==> src/rtl/cfg_pkg.sv <==
// Shared definitions for the configuration loader: FSM encoding and default chain geometry.
// Pure declarations; no logic, no latency.
package cfg_pkg;

  typedef enum logic [1:0] {
    ST_IDLE  = 2'd0,
    ST_SHIFT = 2'd1,
    ST_DONE  = 2'd2
  } state_t;

  localparam int CHAIN_LEN_DEF = 68;
  localparam int WORD_W_DEF    = 8;

  function automatic int num_words(input int chain_len, input int word_w);
    return (chain_len + word_w - 1) / word_w;
  endfunction

endpackage

==> src/rtl/cfg_serdes.sv <==
// Word-to-bit serialiser driving the CLB chain plus readback assembler packing chain_out LSB first.
// One registered bit per enabled cycle; stalls (prog_en low) whenever shifter and buffer are both empty.
module cfg_serdes
  import cfg_pkg::*;
#(
  parameter int CHAIN_LEN = CHAIN_LEN_DEF,
  parameter int WORD_W    = WORD_W_DEF
) (
  input  logic              prog_clk,
  input  logic              rst,
  input  logic              clr,
  input  logic              run,
  input  logic              buf_full,
  input  logic [WORD_W-1:0] buf_dat,
  input  logic              chain_out,
  output logic              take,
  output logic              fin,
  output logic              cfg_prog_in,
  output logic              cfg_prog_en,
  output logic [WORD_W-1:0] rb_data,
  output logic              rb_valid
);

  localparam int CNT_W = $clog2(CHAIN_LEN + 1);
  localparam int SH_W  = $clog2(WORD_W + 1);

  logic [CNT_W-1:0]  bit_cnt;
  logic [CNT_W:0]    issued;
  logic [WORD_W-1:0] sh_dat;
  logic [SH_W-1:0]   sh_cnt;
  logic [WORD_W-1:0] rb_acc;
  logic [WORD_W-1:0] rb_word;
  logic [SH_W-1:0]   rb_idx;
  logic              more;
  logic              word_full;

  // Bits already placed on the chain, counting the one presented this cycle.
  assign issued    = {1'b0, bit_cnt} + {{CNT_W{1'b0}}, cfg_prog_en};
  assign more      = issued < (CNT_W + 1)'(CHAIN_LEN);
  assign take      = run && more && (sh_cnt == '0) && buf_full;
  assign fin       = run && cfg_prog_en && (bit_cnt == CNT_W'(CHAIN_LEN - 1));
  assign word_full = (rb_idx == SH_W'(WORD_W - 1));
  assign rb_word   = rb_acc | (WORD_W'(chain_out) << rb_idx);

  always_ff @(posedge prog_clk or negedge rst) begin
    if (!rst) begin
      bit_cnt     <= '0;
      sh_dat      <= '0;
      sh_cnt      <= '0;
      rb_acc      <= '0;
      rb_idx      <= '0;
      rb_data     <= '0;
      rb_valid    <= 1'b0;
      cfg_prog_in <= 1'b0;
      cfg_prog_en <= 1'b0;
    end else begin
      rb_valid <= 1'b0;
      if (clr) begin
        bit_cnt     <= '0;
        sh_dat      <= '0;
        sh_cnt      <= '0;
        rb_acc      <= '0;
        rb_idx      <= '0;
        cfg_prog_in <= 1'b0;
        cfg_prog_en <= 1'b0;
      end else if (!run) begin
        sh_cnt      <= '0;
        cfg_prog_in <= 1'b0;
        cfg_prog_en <= 1'b0;
      end else begin
        // The closing edge of an enabled cycle completes that shift and samples the chain tail.
        if (cfg_prog_en) begin
          bit_cnt <= bit_cnt + 1'b1;
          if (word_full || fin) begin
            rb_data  <= rb_word;
            rb_valid <= 1'b1;
            rb_acc   <= '0;
            rb_idx   <= '0;
          end else begin
            rb_acc <= rb_word;
            rb_idx <= rb_idx + 1'b1;
          end
        end
        if (take) begin
          cfg_prog_in <= buf_dat[0];
          sh_dat      <= buf_dat >> 1;
          sh_cnt      <= SH_W'(WORD_W - 1);
          cfg_prog_en <= 1'b1;
        end else if (more && (sh_cnt != '0)) begin
          cfg_prog_in <= sh_dat[0];
          sh_dat      <= sh_dat >> 1;
          sh_cnt      <= sh_cnt - 1'b1;
          cfg_prog_en <= 1'b1;
        end else begin
          cfg_prog_en <= 1'b0;
        end
      end
    end
  end

endmodule

==> src/rtl/config_loader.sv <==
// Loads CHAIN_LEN configuration bits into the CLB chain from WORD_W words, reading the old contents back.
// One-word buffer refills the shifter with no gap; wr_ready low outside SHIFT, when buffer full, or after the final word.
module config_loader
  import cfg_pkg::*;
#(
  parameter int CHAIN_LEN = CHAIN_LEN_DEF,
  parameter int WORD_W    = WORD_W_DEF
) (
  input  logic              prog_clk,
  input  logic              rst,
  input  logic              start,
  input  logic              abort,
  input  logic [WORD_W-1:0] wr_data,
  input  logic              wr_valid,
  output logic              wr_ready,
  output logic              cfg_prog_in,
  output logic              cfg_prog_en,
  input  logic              chain_out,
  output logic [WORD_W-1:0] rb_data,
  output logic              rb_valid,
  output logic              busy,
  output logic              done
);

  localparam int NWORDS = num_words(CHAIN_LEN, WORD_W);
  localparam int WC_W   = $clog2(NWORDS + 1);

  state_t            state;
  logic              buf_full;
  logic [WORD_W-1:0] buf_dat;
  logic [WC_W-1:0]   wcnt;
  logic              clr;
  logic              run;
  logic              accept;
  logic              take;
  logic              fin;

  assign clr      = (state == ST_IDLE) && start && !abort;
  assign run      = (state == ST_SHIFT) && !abort;
  assign wr_ready = (state == ST_SHIFT) && !buf_full && (wcnt < WC_W'(NWORDS));
  assign accept   = wr_valid && wr_ready && !abort;

  always_ff @(posedge prog_clk or negedge rst) begin
    if (!rst) begin
      state    <= ST_IDLE;
      busy     <= 1'b0;
      done     <= 1'b0;
      buf_full <= 1'b0;
      buf_dat  <= '0;
      wcnt     <= '0;
    end else if (abort) begin
      state    <= ST_IDLE;
      busy     <= 1'b0;
      done     <= 1'b0;
      buf_full <= 1'b0;
    end else begin
      // Buffer fill and drain are mutually exclusive: accept needs it empty, take needs it full.
      if (accept) begin
        buf_full <= 1'b1;
        buf_dat  <= wr_data;
        wcnt     <= wcnt + 1'b1;
      end else if (take) begin
        buf_full <= 1'b0;
      end
      case (state)
        ST_IDLE: begin
          done <= 1'b0;
          if (start) begin
            state    <= ST_SHIFT;
            busy     <= 1'b1;
            wcnt     <= '0;
            buf_full <= 1'b0;
          end
        end
        ST_SHIFT: begin
          if (fin) begin
            state <= ST_DONE;
            busy  <= 1'b0;
            done  <= 1'b1;
          end
        end
        default: begin
          state    <= ST_IDLE;
          done     <= 1'b0;
          buf_full <= 1'b0;
        end
      endcase
    end
  end

  cfg_serdes #(
    .CHAIN_LEN(CHAIN_LEN),
    .WORD_W   (WORD_W)
  ) u_serdes (
    .prog_clk   (prog_clk),
    .rst        (rst),
    .clr        (clr),
    .run        (run),
    .buf_full   (buf_full),
    .buf_dat    (buf_dat),
    .chain_out  (chain_out),
    .take       (take),
    .fin        (fin),
    .cfg_prog_in(cfg_prog_in),
    .cfg_prog_en(cfg_prog_en),
    .rb_data    (rb_data),
    .rb_valid   (rb_valid)
  );

endmodule
==> config.mk <==
export PLATFORM = sky130hd
export DESIGN_NAME = config_loader
export DESIGN_NICKNAME = d
export VERILOG_FILES = /design/src/rtl/cfg_pkg.sv /design/src/rtl/cfg_serdes.sv /design/src/rtl/config_loader.sv
export SDC_FILE = /design/constraint.sdc
export NUM_CORES = 1
export LEC_CHECK = 0
export BUFFER_PORTS_ARGS = -buffer_cell sky130_fd_sc_hd__buf_2
export CORE_AREA = 2 2 67 101
export DETAILED_ROUTE_END_ITERATION = 6
export DIE_AREA = 0 0 69 103
export GPL_TIMING_DRIVEN = 0
export PLACE_DENSITY = 0.65
export SLEW_MARGIN = 10
export SYNTH_ARGS = -nofsm -noshare
export SYNTH_HDL_FRONTEND = slang
export SYNTH_SLANG_ARGS = --single-unit
==> constraint.sdc <==
create_clock -name prog_clk -period 1.8 [get_ports prog_clk]
set_input_delay 0 -clock prog_clk [delete_from_list [all_inputs] [get_ports prog_clk]]
set_output_delay 0 -clock prog_clk [all_outputs]
set_load 0.03 [all_outputs]
## Yosys cells after proc, flatten, opt, wreduce, memory -nomap -nowiden

Index checks and enable logic that the tools add are counted.

- Divide/modulo/power cells: 0
- Add/subtract/negate cells: 5
- Muxes and demuxes: 50
- Shift operators: 1
- Equal/unequal tests: 6
- Multipliers: 0
- Bitwise gates (word level): 3
- Reduce and logical (&&, ||, !) cells: 29
- Order comparisons: 2

Operator list:

| kind | count |
|---|---|
| $mux W8 | 8 |
| $mux W4 | 11 |
| $mux W1 | 22 |
| $mux W7 | 3 |
| $logic_and A1 B1 Y1 | 13 |
| $add A4 B1 Y4 const B | 2 |
| $add A7 B1 Y8 | 1 |
| $lt A8 B7 Y1 const B | 1 |
| $or A8 B8 Y8 | 1 |
| $reduce_and A2 Y1 | 4 |
| $shl A1 B4 Y8 | 1 |
| $add A7 B1 Y7 const B | 1 |
| $eq A7 B7 Y1 const B | 1 |
| $mux W2 | 3 |
| $reduce_bool A3 Y1 | 2 |
| $eq A4 B3 Y1 const B | 1 |
| $logic_not A4 Y1 | 1 |
| $lt A4 B4 Y1 const B | 1 |
| $ne A4 B4 Y1 const B | 1 |
| $pmux W1 S2 | 2 |
| $pmux W2 S2 | 1 |
| $reduce_and A4 Y1 | 1 |
| $reduce_bool A2 Y1 | 2 |
| $reduce_bool A4 Y1 | 1 |
| 9 further kinds | 11 |

- Bits in writable memories: 0
- Output and inout port bits: 14
- Word-level logic and storage cells: 111
- Register bits after elaboration: 59
- Latch bits: 0
- Memories: 0
- Memory bits (read-only): 0
- Input bits: 14

## Logic depth before layout (Yosys ltp)

- Depth after elaboration: 10
- Depth in mapped cells: 7
- Gate-level depth less buffers: 6

## Hierarchy

Synthesis repeated with hierarchy kept, for this count alone.

- Cell total of the unflattened synthesis: 267
- Area total of the unflattened synthesis: 2767.7 µm²

Modules (own cells, without submodules):

| module | instances | area each (µm²) | seq. area each (µm²) | cells each |
|---|---|---|---|---|
| cfg_serdes | 1 | 1985.7 | 1026.0 | 203 |
| config_loader | 1 | 782.0 | 425.4 | 64 |

## Worst setup path before layout

Ideal clock, no wire load.

- Path kind: register -> register
- Start point: register state[1]
- End point: register buf_dat[4]
- Library setup time: 125 ps
- Path slack: 3 ps
- Path buffers: 2
- Clock period less this slack: 1797 ps
- Required time: 1675 ps
- Arrival time: 1672 ps
- Cell stages (with the launch flop): 6
- Cell sequence: dfrtp_1 buf_6 or2b_4 a2111oi_4 buf_6 mux2_2

- Cells in the longest elaborated chain, start to end: 6

Ends and longest elaborated chain:

| element | RTL line | text |
|---|---|---|
| from (decl) | config_loader.sv:28 | `state_t state;` |
| from (signal assigned) | config_loader.sv:45 | `state <= ST_IDLE;` |
| from (signal assigned) | config_loader.sv:52 | `state <= ST_IDLE;` |
| from (signal assigned) | config_loader.sv:69 | `state <= ST_SHIFT;` |
| $eq A2 B1 Y1 | config_loader.sv:40 | `assign wr_ready = (state == ST_SHIFT) && !buf_full && (wcnt < WC_W'(NWORDS));` |
| $logic_and A1 B1 Y1 (2 in series) | config_loader.sv:40 |  |
| $logic_and A1 B1 Y1 (2 in series) | config_loader.sv:41 | `assign accept = wr_valid && wr_ready && !abort;` |
| $reduce_and A2 Y1 (no line) | -- |  |
| to (signal assigned) | config_loader.sv:60 | `buf_dat <= wr_data;` |
| to (decl) | config_loader.sv:30 | `logic [WORD_W-1:0] buf_dat;` |

No other way between the ends.
A chain may end at the register's enable or synchronous reset.

## Final worst setup path

- Start point: register state[1]
- End point: register buf_dat[6]

The elaborated chain is that of the path after synthesis.

==> results.yml <==
floorplanning:
  die_height_um: 103
  pin_count: 28
  die_w_um: 69
  fp-row-count: 36
  initial_core_util: 0.438
  core-area_um2: 6310
  dieArea_um2: 7110
grt:
  grt_pass1_wl_um: 9940
  grtUsageTotal: 0.179
  grt_max_degree: 59
  grt_antenna_before_repair: 0
  overflow: 0
  grt_pass1_vias: 2113
route:
  wl_per_cell_um: 15.5
  via_count: 2150
  drc: 0
  ant_nets: 0
  wirelength_um: 6190
  viasPerCell: 5.39
  drt-pass1-iter-count: 4
  dr.first_iter.drc_count: 123
synthesis:
  synth_cell_types: 49
  synthesis.area_um2: 2760
  ys.warnings.count: 0
  ys_top_cells_by_area: "dfrtp_1 (53%), nand2_1 (4.1%), mux2_2 (3.7%)"
  avgSynthCellArea_um2: 10.8
  synth_edf_count: 0
  syn_inst: 256
  synth_top_cell_by_area: "dfrtp_1"
  syn-num-nets: 275
  synth-seq-area-share: 0.525
  synth_seq_cells: 58
  synth_ff_type: "dfrtp_1"
  synthArstFlopShare: 1.00
  synth_top_area_frac: 0.525
clock_network:
  htree_levels: 3
  numCtsBuffers: 9
  clock_sinks: 58
  cts_root_buf: "clkbuf_8"
  clockBufferDepth: 2
  clkLatencyLatePin_ps: 330
  cts_tree: "yes"
  clkSlewWorstSetupHoldPaths_ps: 70
hold_path:
  hp-class: "in -> reg"
placement:
  place_congestion: 0.768
  io_buffers: 26
  placed_area_um2: 2990
  dp_hpwl_um: 4050
critical_path:
  cp_slowest_cell: "a2111oi_4"
  max_stage_delay_ps: 410
  crit_type: "reg -> reg"
  path_cells: "buf_6, or2b_4, a2111oi_4, buf_4, mux2_4"
  critPathLaunchType: "register"
  path_max_fanout: 6
  worstSetupEndpointType: "register"
  crit_arrival_ps: 2030
  required_ps: 2020
timing:
  period_needed_ps: 1810
  hold_viol: 0
  skew_ps: 7.20
  rsz0062_at_grt: "yes"
  drv_slew: 0
  post-route-period-util: 1.00
  relSlewSlack: 0.506
  finalSetupViolCount: 2
  worst_slack_ps: -8.25
  worst_pin_slew_ps: 740
  maxClockFrequency_mhz: 553
power:
  ir_drop_mv: 0.594
  powerDensity_nw_per_um2: 844
  power_leakage_nw: 1.70
layout:
  final_cell_mix: "dfrtp_1 (55), nand2_1 (30), buf_2 (28)"
  syn2layout_area_growth_pct: 27.4
  finalInstanceArea_um2: 3520
  drive_gt1_frac: 0.328
  layout_commonest_cell: "dfrtp_1"
  nets: 337
  diodes: 0
  post-route-util: 0.558
outcome:
  status: "finished with violations"
  violations: "setup timing"
flow_run:
  cap_viol_max_count: 0
-- flip-flops by register name, summed over array words and instances (netlist names) --
name,count
buf_dat,8
buf_full,1
busy,1
done,1
state,2
u_serdes.bit_cnt,7
u_serdes.cfg_prog_en,1
u_serdes.cfg_prog_in,1
u_serdes.rb_acc,8
u_serdes.rb_data,8
u_serdes.rb_idx,4
u_serdes.rb_valid,1
u_serdes.sh_cnt,4
u_serdes.sh_dat,7
wcnt,4
-- power by group --
group / internal (mW) / switching, mW
clock: 0.529 / 0.519
sequential: 1.40 / 0.0677
combinational: 0.244 / 0.215
total: 2.17 / 0.802
-- layout make-up --
class,instances,area (µm²)
timing repair buffer,53,368
sequential,58,1460
multi-input combinational,176,1330
tap,76,95.1
clock inverter,5,30.0
clock buffer,11,141
buffer,10,65.1
inverter,10,37.5
fill,574,2790
-- kinds of logic after synthesis --
kind of cell / synth area share
and+or+nand+nor: 0.175
DFF: 0.525
AOI/OAI and AO/OA: 0.144
muxes: 0.0770
adders and majority gates: 0.0226
buffers and inverters: 0.0399
xor gates and xnor gates: 0.0159
-- path summary, 6_finish.rpt --
kind / start / endpoint / slack [ps] / cells after the start
min in group asynchronous: rst / u_serdes.sh_cnt[3] / 280 / 2
max: state[1] / buf_dat[6] / -8 / 5
min: chain_out / u_serdes.rb_data[5] / 80 / 3
min reg2reg: done / done / 480 / 1
max in group asynchronous: rst / u_serdes.bit_cnt[4] / 990 / 2
max reg2reg: state[1] / buf_dat[6] / -8 / 5
-- stage by stage --
stage	setup TNS, ps	worst slack (ps)	std cells	hold WS (ps)	power [mW]
6_report	-14.5	-8.25	399	78.2	2.97
5_1_grt	-323	-58.4	399	68.2	3.12
4_1_cts	0	14.0	388	65.9	2.90
3_5_place_dp	-6500	-320	358	118	1.81
3_3_place_gp	-4750	-257	358	222	1.79
2_1_floorplan	0	2.69	256	-296	1.68
-- synthesized netlist by cell type, drive strengths merged, types with 4 or more instances --
cell type and instances:
and3 9, nand3 9, dfrtp 58, nand4 5
clkbuf 5, o21ai 20, buf 7, xor2 4
mux2i 7, inv 10, nor3 5, a21boi 4
mux2 12, a31o 4, ha 5, a21oi 12
nor2 11, nand2 32
-- metal layers --
metal | up-vias | global-route usage | routed length (µm)
li1 | 1035 | - | -
met1 | 1071 | 0.201 | 2570
met2 | 36 | 0.325 | 3380
met3 | 8 | 0.0479 | 166
met4 | 0 | 0.0649 | 73
met5 | - | 0 | 0
-- timing repair --
action	4_1_cts	5_1_grt
pin swaps	3	7
endpoints found under the setup margin	36	34
gates cloned	0	1
hold buffers	10	0
hold endpoints to repair	67	0
gates resized for setup	10	23
buffers inserted	5	11
-- critical path: cells and delay by family (launching register included) --
kind                   cells  cell delay (ps)
buffers and inverters      2              350
and+or+nand+nor            1              260
AOI/OAI and AO/OA          1              410
muxes                      1              300
DFF                        1              370
(Power assumes the default switching activity.)
